[config.mk]
export PLATFORM = sky130hd
export DESIGN_NAME = mdu_hilo_flat
export DESIGN_NICKNAME = d
export VERILOG_FILES = /design/src/rtl/mdu_hilo_if.sv /design/src/rtl/mdu_hilo.sv /design/src/flat_wrapper.sv
export SDC_FILE = /design/constraint.sdc
export NUM_CORES = 1
export LEC_CHECK = 0
export ABC_AREA = 1
export BUFFER_PORTS_ARGS = -buffer_cell sky130_fd_sc_hd__buf_2
export CORE_ASPECT_RATIO = 1.4
export CORE_UTILIZATION = 60
export DETAILED_ROUTE_END_ITERATION = 16
export PLACE_DENSITY = 0.78
export SLEW_MARGIN = 20
export SYNTH_ARGS = -nofsm -noshare
export SYNTH_HDL_FRONTEND = slang
export SYNTH_SLANG_ARGS = --single-unit
[constraint.sdc]
create_clock -name clk -period 3.8 [get_ports clk]
set_clock_uncertainty 0.05 [all_clocks]
set_input_delay 0.19 -clock clk [delete_from_list [all_inputs] [get_ports clk]]
set_output_delay 0.19 -clock clk [all_outputs]
set_load 0.01 [all_outputs]
[src/rtl/mdu_hilo_if.sv]
// Request/response bundle between decode, register-write and the HI/LO multiply/divide unit.
// The master side issues operations and reads; the slave side is the unit itself.
interface mdu_hilo_if;
  logic        start;
  logic [2:0]  op;
  logic [31:0] rs_val;
  logic [31:0] rt_val;
  logic        rd_en;
  logic        rd_sel;
  logic [31:0] rd_data;
  logic        rd_stall;
  logic        busy;
  logic        done;
  logic        div_by_zero;
  logic [31:0] hi;
  logic [31:0] lo;

  modport master (
    output start, op, rs_val, rt_val, rd_en, rd_sel,
    input  rd_data, rd_stall, busy, done, div_by_zero, hi, lo
  );

  modport slave (
    input  start, op, rs_val, rt_val, rd_en, rd_sel,
    output rd_data, rd_stall, busy, done, div_by_zero, hi, lo
  );
endinterface

[src/rtl/mdu_hilo.sv]
// Iterative multiply/divide unit owning the HI/LO pair: one shift-add or restoring-divide
// step per cycle on magnitudes, followed by a single sign-fixup/accumulate cycle.
module mdu_hilo (
  input logic         clk,
  input logic         rst,
  mdu_hilo_if.slave   bus
);

  typedef enum logic [1:0] {IDLE, RUN, FIX} state_e;
  typedef enum logic [2:0] {
    OP_MULT  = 3'd0, OP_MULTU = 3'd1, OP_MADD = 3'd2, OP_MADDU = 3'd3,
    OP_DIV   = 3'd4, OP_DIVU  = 3'd5, OP_MTHI = 3'd6, OP_MTLO  = 3'd7
  } op_e;

  state_e      state_q, state_d;
  op_e         op_q, op_d, reqOp;
  logic [5:0]  cnt_q, cnt_d;
  logic [63:0] acc_q, acc_d;
  logic [31:0] opB_q, opB_d;
  logic        prodNeg_q, prodNeg_d;
  logic        remNeg_q, remNeg_d;
  logic [31:0] hi_q, hi_d, lo_q, lo_d;
  logic        done_q, done_d;
  logic        dbz_q, dbz_d;

  logic        reqSigned, reqDiv, runDiv, runMadd;
  logic [31:0] rsAbs, rtAbs;
  logic [32:0] mulSum;
  logic        divGeq;
  logic [31:0] divDiff;
  logic [63:0] prodSigned, hiloSum;
  logic [31:0] quo, rem;

  assign reqOp     = op_e'(bus.op);
  assign reqSigned = (reqOp == OP_MULT) || (reqOp == OP_MADD) || (reqOp == OP_DIV);
  assign reqDiv    = (reqOp == OP_DIV) || (reqOp == OP_DIVU);
  assign runDiv    = (op_q == OP_DIV) || (op_q == OP_DIVU);
  assign runMadd   = (op_q == OP_MADD) || (op_q == OP_MADDU);

  // Negating 0x8000_0000 wraps back to itself, which is the intended unsigned magnitude.
  assign rsAbs = (reqSigned && bus.rs_val[31]) ? (~bus.rs_val + 32'd1) : bus.rs_val;
  assign rtAbs = (reqSigned && bus.rt_val[31]) ? (~bus.rt_val + 32'd1) : bus.rt_val;

  // Multiply keeps the multiplier in acc[31:0] and shifts the partial product in from the top.
  assign mulSum = {1'b0, acc_q[63:32]} + {1'b0, (acc_q[0] ? opB_q : 32'd0)};

  // Divide: acc = {remainder, quotient}; the shifted remainder is acc[63:31] (33 bits).
  assign divGeq  = acc_q[63:31] >= {1'b0, opB_q};
  assign divDiff = acc_q[62:31] - opB_q;

  assign prodSigned = prodNeg_q ? (~acc_q + 64'd1) : acc_q;
  assign hiloSum    = {hi_q, lo_q} + prodSigned;
  assign quo        = prodNeg_q ? (~acc_q[31:0] + 32'd1) : acc_q[31:0];
  assign rem        = remNeg_q ? (~acc_q[63:32] + 32'd1) : acc_q[63:32];

  always_comb begin
    state_d   = state_q;
    op_d      = op_q;
    cnt_d     = cnt_q;
    acc_d     = acc_q;
    opB_d     = opB_q;
    prodNeg_d = prodNeg_q;
    remNeg_d  = remNeg_q;
    hi_d      = hi_q;
    lo_d      = lo_q;
    done_d    = 1'b0;
    dbz_d     = 1'b0;

    case (state_q)
      IDLE: begin
        if (bus.start) begin
          case (reqOp)
            OP_MTHI: begin
              hi_d   = bus.rs_val;
              done_d = 1'b1;
            end
            OP_MTLO: begin
              lo_d   = bus.rs_val;
              done_d = 1'b1;
            end
            default: begin
              if (reqDiv && (bus.rt_val == 32'd0)) begin
                hi_d   = bus.rs_val;
                lo_d   = 32'hFFFF_FFFF;
                done_d = 1'b1;
                dbz_d  = 1'b1;
              end else begin
                op_d      = reqOp;
                cnt_d     = 6'd0;
                state_d   = RUN;
                prodNeg_d = reqSigned & (bus.rs_val[31] ^ bus.rt_val[31]);
                remNeg_d  = reqSigned & bus.rs_val[31];
                if (reqDiv) begin
                  acc_d = {32'd0, rsAbs};
                  opB_d = rtAbs;
                end else begin
                  acc_d = {32'd0, rtAbs};
                  opB_d = rsAbs;
                end
              end
            end
          endcase
        end
      end

      RUN: begin
        cnt_d = cnt_q + 6'd1;
        if (runDiv) begin
          if (divGeq) acc_d = {divDiff, acc_q[30:0], 1'b1};
          else        acc_d = {acc_q[62:0], 1'b0};
        end else begin
          acc_d = {mulSum, acc_q[31:1]};
        end
        if (cnt_q == 6'd31) state_d = FIX;
      end

      FIX: begin
        state_d = IDLE;
        done_d  = 1'b1;
        if (runDiv) begin
          lo_d = quo;
          hi_d = rem;
        end else if (runMadd) begin
          {hi_d, lo_d} = hiloSum;
        end else begin
          {hi_d, lo_d} = prodSigned;
        end
      end

      default: state_d = IDLE;
    endcase
  end

  always_ff @(posedge clk) begin
    if (rst) begin
      state_q   <= IDLE;
      op_q      <= OP_MULT;
      cnt_q     <= 6'd0;
      acc_q     <= 64'd0;
      opB_q     <= 32'd0;
      prodNeg_q <= 1'b0;
      remNeg_q  <= 1'b0;
      hi_q      <= 32'd0;
      lo_q      <= 32'd0;
      done_q    <= 1'b0;
      dbz_q     <= 1'b0;
    end else begin
      state_q   <= state_d;
      op_q      <= op_d;
      cnt_q     <= cnt_d;
      acc_q     <= acc_d;
      opB_q     <= opB_d;
      prodNeg_q <= prodNeg_d;
      remNeg_q  <= remNeg_d;
      hi_q      <= hi_d;
      lo_q      <= lo_d;
      done_q    <= done_d;
      dbz_q     <= dbz_d;
    end
  end

  assign bus.busy        = (state_q != IDLE);
  assign bus.rd_stall    = bus.rd_en & (state_q != IDLE);
  assign bus.rd_data     = bus.rd_sel ? hi_q : lo_q;
  assign bus.done        = done_q;
  assign bus.div_by_zero = dbz_q;
  assign bus.hi          = hi_q;
  assign bus.lo          = lo_q;

endmodule
[src/flat_wrapper.sv]
// flat-port wrapper written by rule: the top's interface ports become plain ports
module mdu_hilo_flat 
  (clk, rst, bus_start, bus_op, bus_rs_val, bus_rt_val, bus_rd_en, bus_rd_sel, bus_rd_data, bus_rd_stall, bus_busy, bus_done, bus_div_by_zero, bus_hi, bus_lo);
  mdu_hilo_if bus_i ();
  input logic clk;
  input logic rst;
  input wire logic [$bits(bus_i.start)-1:0] bus_start;
  input wire logic [$bits(bus_i.op)-1:0] bus_op;
  input wire logic [$bits(bus_i.rs_val)-1:0] bus_rs_val;
  input wire logic [$bits(bus_i.rt_val)-1:0] bus_rt_val;
  input wire logic [$bits(bus_i.rd_en)-1:0] bus_rd_en;
  input wire logic [$bits(bus_i.rd_sel)-1:0] bus_rd_sel;
  output wire logic [$bits(bus_i.rd_data)-1:0] bus_rd_data;
  output wire logic [$bits(bus_i.rd_stall)-1:0] bus_rd_stall;
  output wire logic [$bits(bus_i.busy)-1:0] bus_busy;
  output wire logic [$bits(bus_i.done)-1:0] bus_done;
  output wire logic [$bits(bus_i.div_by_zero)-1:0] bus_div_by_zero;
  output wire logic [$bits(bus_i.hi)-1:0] bus_hi;
  output wire logic [$bits(bus_i.lo)-1:0] bus_lo;
  assign bus_i.start = bus_start;
  assign bus_i.op = bus_op;
  assign bus_i.rs_val = bus_rs_val;
  assign bus_i.rt_val = bus_rt_val;
  assign bus_i.rd_en = bus_rd_en;
  assign bus_i.rd_sel = bus_rd_sel;
  assign bus_rd_data = bus_i.rd_data;
  assign bus_rd_stall = bus_i.rd_stall;
  assign bus_busy = bus_i.busy;
  assign bus_done = bus_i.done;
  assign bus_div_by_zero = bus_i.div_by_zero;
  assign bus_hi = bus_i.hi;
  assign bus_lo = bus_i.lo;
  mdu_hilo u_core (.clk(clk), .rst(rst), .bus(bus_i));
endmodule
==> flow_metrics.py, run 1 <==
metrics = {
    "outcome": {
        "status": "did not finish",
        "stop_stage": "5_1_grt",
        "error": "[ERROR GRT-0116] Global routing finished with congestion. Check the congestion regions in the DRC Viewer.",
    },
    "global_route": {
        "grt.total_usage_pct": 61.3,
        "grt_pass1_wl_um": 186000,
        "grt_pass1_vias": 31400,
        "grt_overflow_total": 5,
        "grt_max_degree": 89,
    },
    "die": {
        "die_x_um": 170,
        "ioPinCount": 172,
        "dieHeight_um": 237,
        "initial_core_util_pct": 61.3,
        "num_rows": 85,
    },
    "clock_tree": {
        "clock-sinks": 174,
        "clk_path_buf_depth": 2,
        "h-tree-depth": 4,
        "cts_buffers": 17,
        "root_buffer": "clkbuf_16",
    },
    "placement": {
        "dpl.hpwl_um": 91500,
        "dpl-instance-area_mm2": 0.0274,
        "gp_congestion": 1.18,
        "port-buffer-count": 171,
        "dp_cells": 5197,
    },
    "synthesis": {
        "synth_area_per_cell_um2": 5.53,
        "syn_nets": 4503,
        "ys_warn_count": 0,
        "synth_cells": 4285,
        "synth_cell_types": 58,
        "synth_area_mm2": 0.0237,
        "synthArstFlopShare_pct": 0,
        "synth-seq-cells": 174,
        "synth_edf_count": 0,
        "synthFlopType": "dfxtp_1",
        "yosysSeqAreaShare_pct": 14.7,
    },
}
[routing by layer]
layer  global-route usage (%)  overflow
met4                     63.4         3
met1                     64.2         0
met5                     2.86         0
met2                     87.6         2
met3                     28.0         0
[logic make-up after synthesis]
logic type / Yosys count / synth area share (%)
and+or+nand+nor: 2127 / 37.5
DFF: 174 / 14.7
xor gates and xnor gates: 138 / 5.10
muxes: 24 / 1.14
adders and majority gates: 146 / 7.80
buffers and inverters: 723 / 11.9
AOI/OAI and AO/OA: 953 / 21.9
[Yosys cell counts, types with 24 or more instances]
cell / n / area [um^2]
o21ai_0: 335 / 1680
dfxtp_1: 174 / 3480
xor2_1: 118 / 1030
nor3_1: 50 / 250
o211ai_1: 57 / 428
a21oi_1: 427 / 2140
buf_2: 27 / 135
nor2_1: 511 / 1920
nand3_1: 346 / 1730
mux2_2: 24 / 270
nand4_1: 39 / 244
o21bai_1: 32 / 240
ha_1: 143 / 1790
clkbuf_1: 97 / 364
nand2_1: 1092 / 4100
inv_1: 560 / 2100
[metrics by stage]
| step | worst slack, ns | utilization (%) |
|---|---|---|
| after floorplan | 0.493 | - |
| after global placement | -0.143 | 70.9 |
| after detailed placement | -0.177 | 70.9 |
| after CTS | -0.00700 | 72.7 |
[timing repair]
item / CTS
hold buffers: 4
endpoints found under the hold margin: 3
gates resized for setup: 37
buffers inserted: 1
endpoints found under the setup margin: 19
pin swaps: 6
==> run 2: changes to the inputs <==
Settings changed: CORE_ASPECT_RATIO 1.4 to default, CORE_UTILIZATION 60 to 40, PLACE_DENSITY 0.78 to default, PLACE_DENSITY_LB_ADDON from default to 0.15.
==> flow_metrics.py, run 2 <==
metrics = {
    "synthesis": {
        "synth-seq-cells": 174,
        "synth_area_mm2": 0.0237,
        "synthFlopType": "dfxtp_1",
        "yosys.area.top_type": "nand2_1",
        "synth_cell_types": 58,
        "netlist.area_leader.share_pct": 17.3,
        "yosysSeqAreaShare_pct": 14.7,
        "synth_cells": 4285,
        "synth_area_per_cell_um2": 5.53,
        "synthArstFlopShare_pct": 0,
        "synthTopCellsByCount": "1092 x nand2_1, 560 x inv_1, 511 x nor2_1",
        "synthTopCellsByArea": "nand2_1 17%, dfxtp_1 15%, a21oi_1 9.0%, inv_1 8.9%, nor2_1 8.1%",
        "ys_warn_count": 0,
        "syn_nets": 4503,
        "synth_edf_count": 0,
        "synth.most_common_cell": "nand2_1",
    },
    "timing": {
        "setup_viol": 0,
        "slew_headroom_pct": 24.6,
        "finalSetupTns_ns": 0,
        "fin_ws_ns": 0.0802,
        "period_minus_slack_ns": 3.72,
        "max_freq_mhz": 269,
        "drv_slew": 0,
        "rsz0062_at_grt": "true",
        "timing.final.hold_violations": 0,
        "worst_pin_slew_ns": 1.13,
        "period_share_pct": 97.9,
    },
    "clock_tree": {
        "cts_buffers": 17,
        "clock-sinks": 174,
        "root_buffer": "clkbuf_16",
        "cts_tree": "built",
        "h-tree-depth": 4,
        "path_clk_slew_ns": 0.09,
        "clk_path_buf_depth": 2,
        "clock_latency_ns": 0.52,
    },
    "detailed_routing": {
        "firstDrtPassIters": 6,
        "drtIter0Drc": 3045,
        "vias": 31100,
        "vias_per_cell": 5.54,
        "wl_per_cell_um": 21.7,
        "drc_errors": 0,
        "final_antenna_net_count": 0,
        "wl_um": 122000,
    },
    "worst_setup_path": {
        "r2r_cells": 25,
        "cp_top_family": "simple AND/OR/NAND/NOR gates",
        "critical-path-max-stage-delay_ns": 0.37,
        "crit_fanout": 4,
        "crit_arrival_ns": 4.04,
        "cp-end-kind": "flop",
        "r2r_start": "u_core.acc_q[19]$_SDFFE_PP0P_",
        "crit_buf_inv": 5,
        "crit_required_ns": 4.12,
        "critPathMostFrequentCell": "nand2_1",
        "crit_type": "flop to flop",
        "worst_path_max_delay_cell": "dfxtp_4",
        "regToRegEndpoint": "u_core.bus.hi[27]$_SDFFE_PP0P_",
        "r2r_slack_ns": 0.08,
        "worst_setup_path_start_kind": "flop",
    },
    "die": {
        "initial_core_util_pct": 40.8,
        "ioPinCount": 172,
        "num_rows": 88,
        "dieHeight_um": 245,
        "core_area_mm2": 0.0581,
        "die_x_um": 245,
        "dieArea_mm2": 0.0603,
    },
    "layout": {
        "utilization_pct": 53.5,
        "final_nets": 5062,
        "drive_above_1_share_pct": 23.7,
        "antenna_cells": 0,
        "final_common_cell": "nand2_1",
        "n_fill_cell": 6365,
        "final_cell_mix": "1024 x nand2_1, 538 x inv_1, 504 x buf_4",
        "top_register": "u_core.acc_q",
        "largest_reg_flops": 64,
        "area_growth_pct": 31.1,
    },
    "power_and_ir_drop": {
        "p_total_uw": 8910,
        "ir_drop_v": 0.000432,
        "power.leakage_uw": 0.0151,
        "power_density_mw_per_mm2": 287,
    },
    "global_route": {
        "grt_max_degree": 76,
        "grt.total_usage_pct": 39.4,
        "grt_pass1_wl_um": 176000,
        "grt_overflow_total": 0,
        "antenna_found_initial": 2,
        "grt_pass1_vias": 28200,
    },
    "worst_hold_path": {
        "hold_depth": 4,
        "min_from": "bus_rt_val[31]",
        "hold_class": "input pin to flop",
        "hold_path_end": "u_core.prodNeg_q$_SDFFE_PP0P_",
    },
    "placement": {
        "place_ws_ns": -0.328,
        "gp_congestion": 1.06,
        "port-buffer-count": 171,
        "dpl.hpwl_um": 99200,
    },
    "outcome": {
        "status": "completed",
    },
    "flow_run": {
        "maxCapViolCount": 0,
    },
}
==> run 2: cell counts after synthesis <==
Identical to the previous run, type by type.
==> run 2: worst reg2reg max path, stage by stage (launching register included) <==
cell      delay [ns]
dfxtp_4         0.37
nor2_4          0.11
buf_4           0.12
nand2_2         0.07
nor2_2          0.15
nand2_1         0.12
nor2_2          0.18
nand4_1         0.17
xor2_1          0.25
a21boi_0        0.12
buf_4           0.18
ha_4            0.28
nand2_2         0.07
buf_4           0.15
nor4_2          0.28
inv_1           0.12
nor2_2          0.14
inv_2           0.05
nor3_2          0.09
nand2_1         0.12
nand2_1         0.09
nand2_1         0.05
nand3_1         0.06
nand2_1         0.05
nand2_1         0.07
a21oi_1         0.06
==> run 2: worst max path at each step <==
stage                                  start                        endpoint  slack (ns)  cells after the start
3_5_place_dp    u_core.acc_q[7]$_SDFFE_PP0P_  u_core.bus.hi[22]$_SDFFE_PP0P_       -0.33                     22
2_1_floorplan   u_core.acc_q[0]$_SDFFE_PP0P_  u_core.bus.lo[27]$_SDFFE_PP0P_        0.49                     25
5_1_grt        u_core.acc_q[19]$_SDFFE_PP0P_  u_core.bus.hi[27]$_SDFFE_PP0P_       -0.13                     25
4_1_cts        u_core.acc_q[32]$_SDFFE_PP0P_  u_core.bus.hi[25]$_SDFFE_PP0P_       -0.05                     28
6_report       u_core.acc_q[19]$_SDFFE_PP0P_  u_core.bus.hi[27]$_SDFFE_PP0P_        0.08                     25
3_3_place_gp   u_core.acc_q[11]$_SDFFE_PP0P_  u_core.bus.hi[22]$_SDFFE_PP0P_       -0.29                     23
==> run 2: logic make-up (layout without fill, tap and decap cells) <==
kind of cell	count (synthesis)	after routing	synth area share [%]
buf+inv	723	1295	11.9
xor+xnor	138	138	5.10
simple gates	2127	2127	37.5
compound gates	953	953	21.9
mux	24	24	1.14
flops	174	174	14.7
fa+ha+maj	146	146	7.80
==> run 2: per-layer routing <==
layer  global-route usage, %  vias to the layer above  part of all wire (%)
met2                    60.4                     1540                    43
met4                    21.9                        0                   6.1
li1                        -                    15200                     -
met3                    5.70                      257                   8.7
met5                       0                        -                     0
met1                    52.6                    14200                    42
==> run 2: area by class of cell <==
cell class	count	area (um^2)	share of cell area (%)
Multi-Input combinational cell	3388	19000	61.0
Timing Repair Buffer	693	4880	15.7
Tap cell	765	957	3.08
Clock inverter	14	174	0.560
Inverter	570	2140	6.90
Clock buffer	18	439	1.41
Sequential cell	174	3520	11.3
==> run 2: power by group <==
part	internal (uW)	leakage, uW	switching [uW]
sequential	1960	0.00143	210
clock	1010	0.000299	999
combinational	1800	0.0134	2930
total	4770	0.0151	4140
==> run 2: repair_timing <==
action	4_1_cts	5_1_grt
hold buffers	10	0
pin swaps	8	101
gates resized for setup	40	405
setup endpoints to repair	32	47
hold endpoints to repair	9	0
setup buffers	3	18
==> run 2: through the flow <==
step	hold WS, ns	cells	instance area [um^2]
after floorplan	0.289	4285	23700
after global placement	0.376	5560	28600
after detailed placement	0.375	5560	28600
after CTS	0.0232	5605	29500
after global routing	0.0801	5622	31100
final	0.0630	5622	31100
Note: power is estimated with default switching activity, not from simulation.
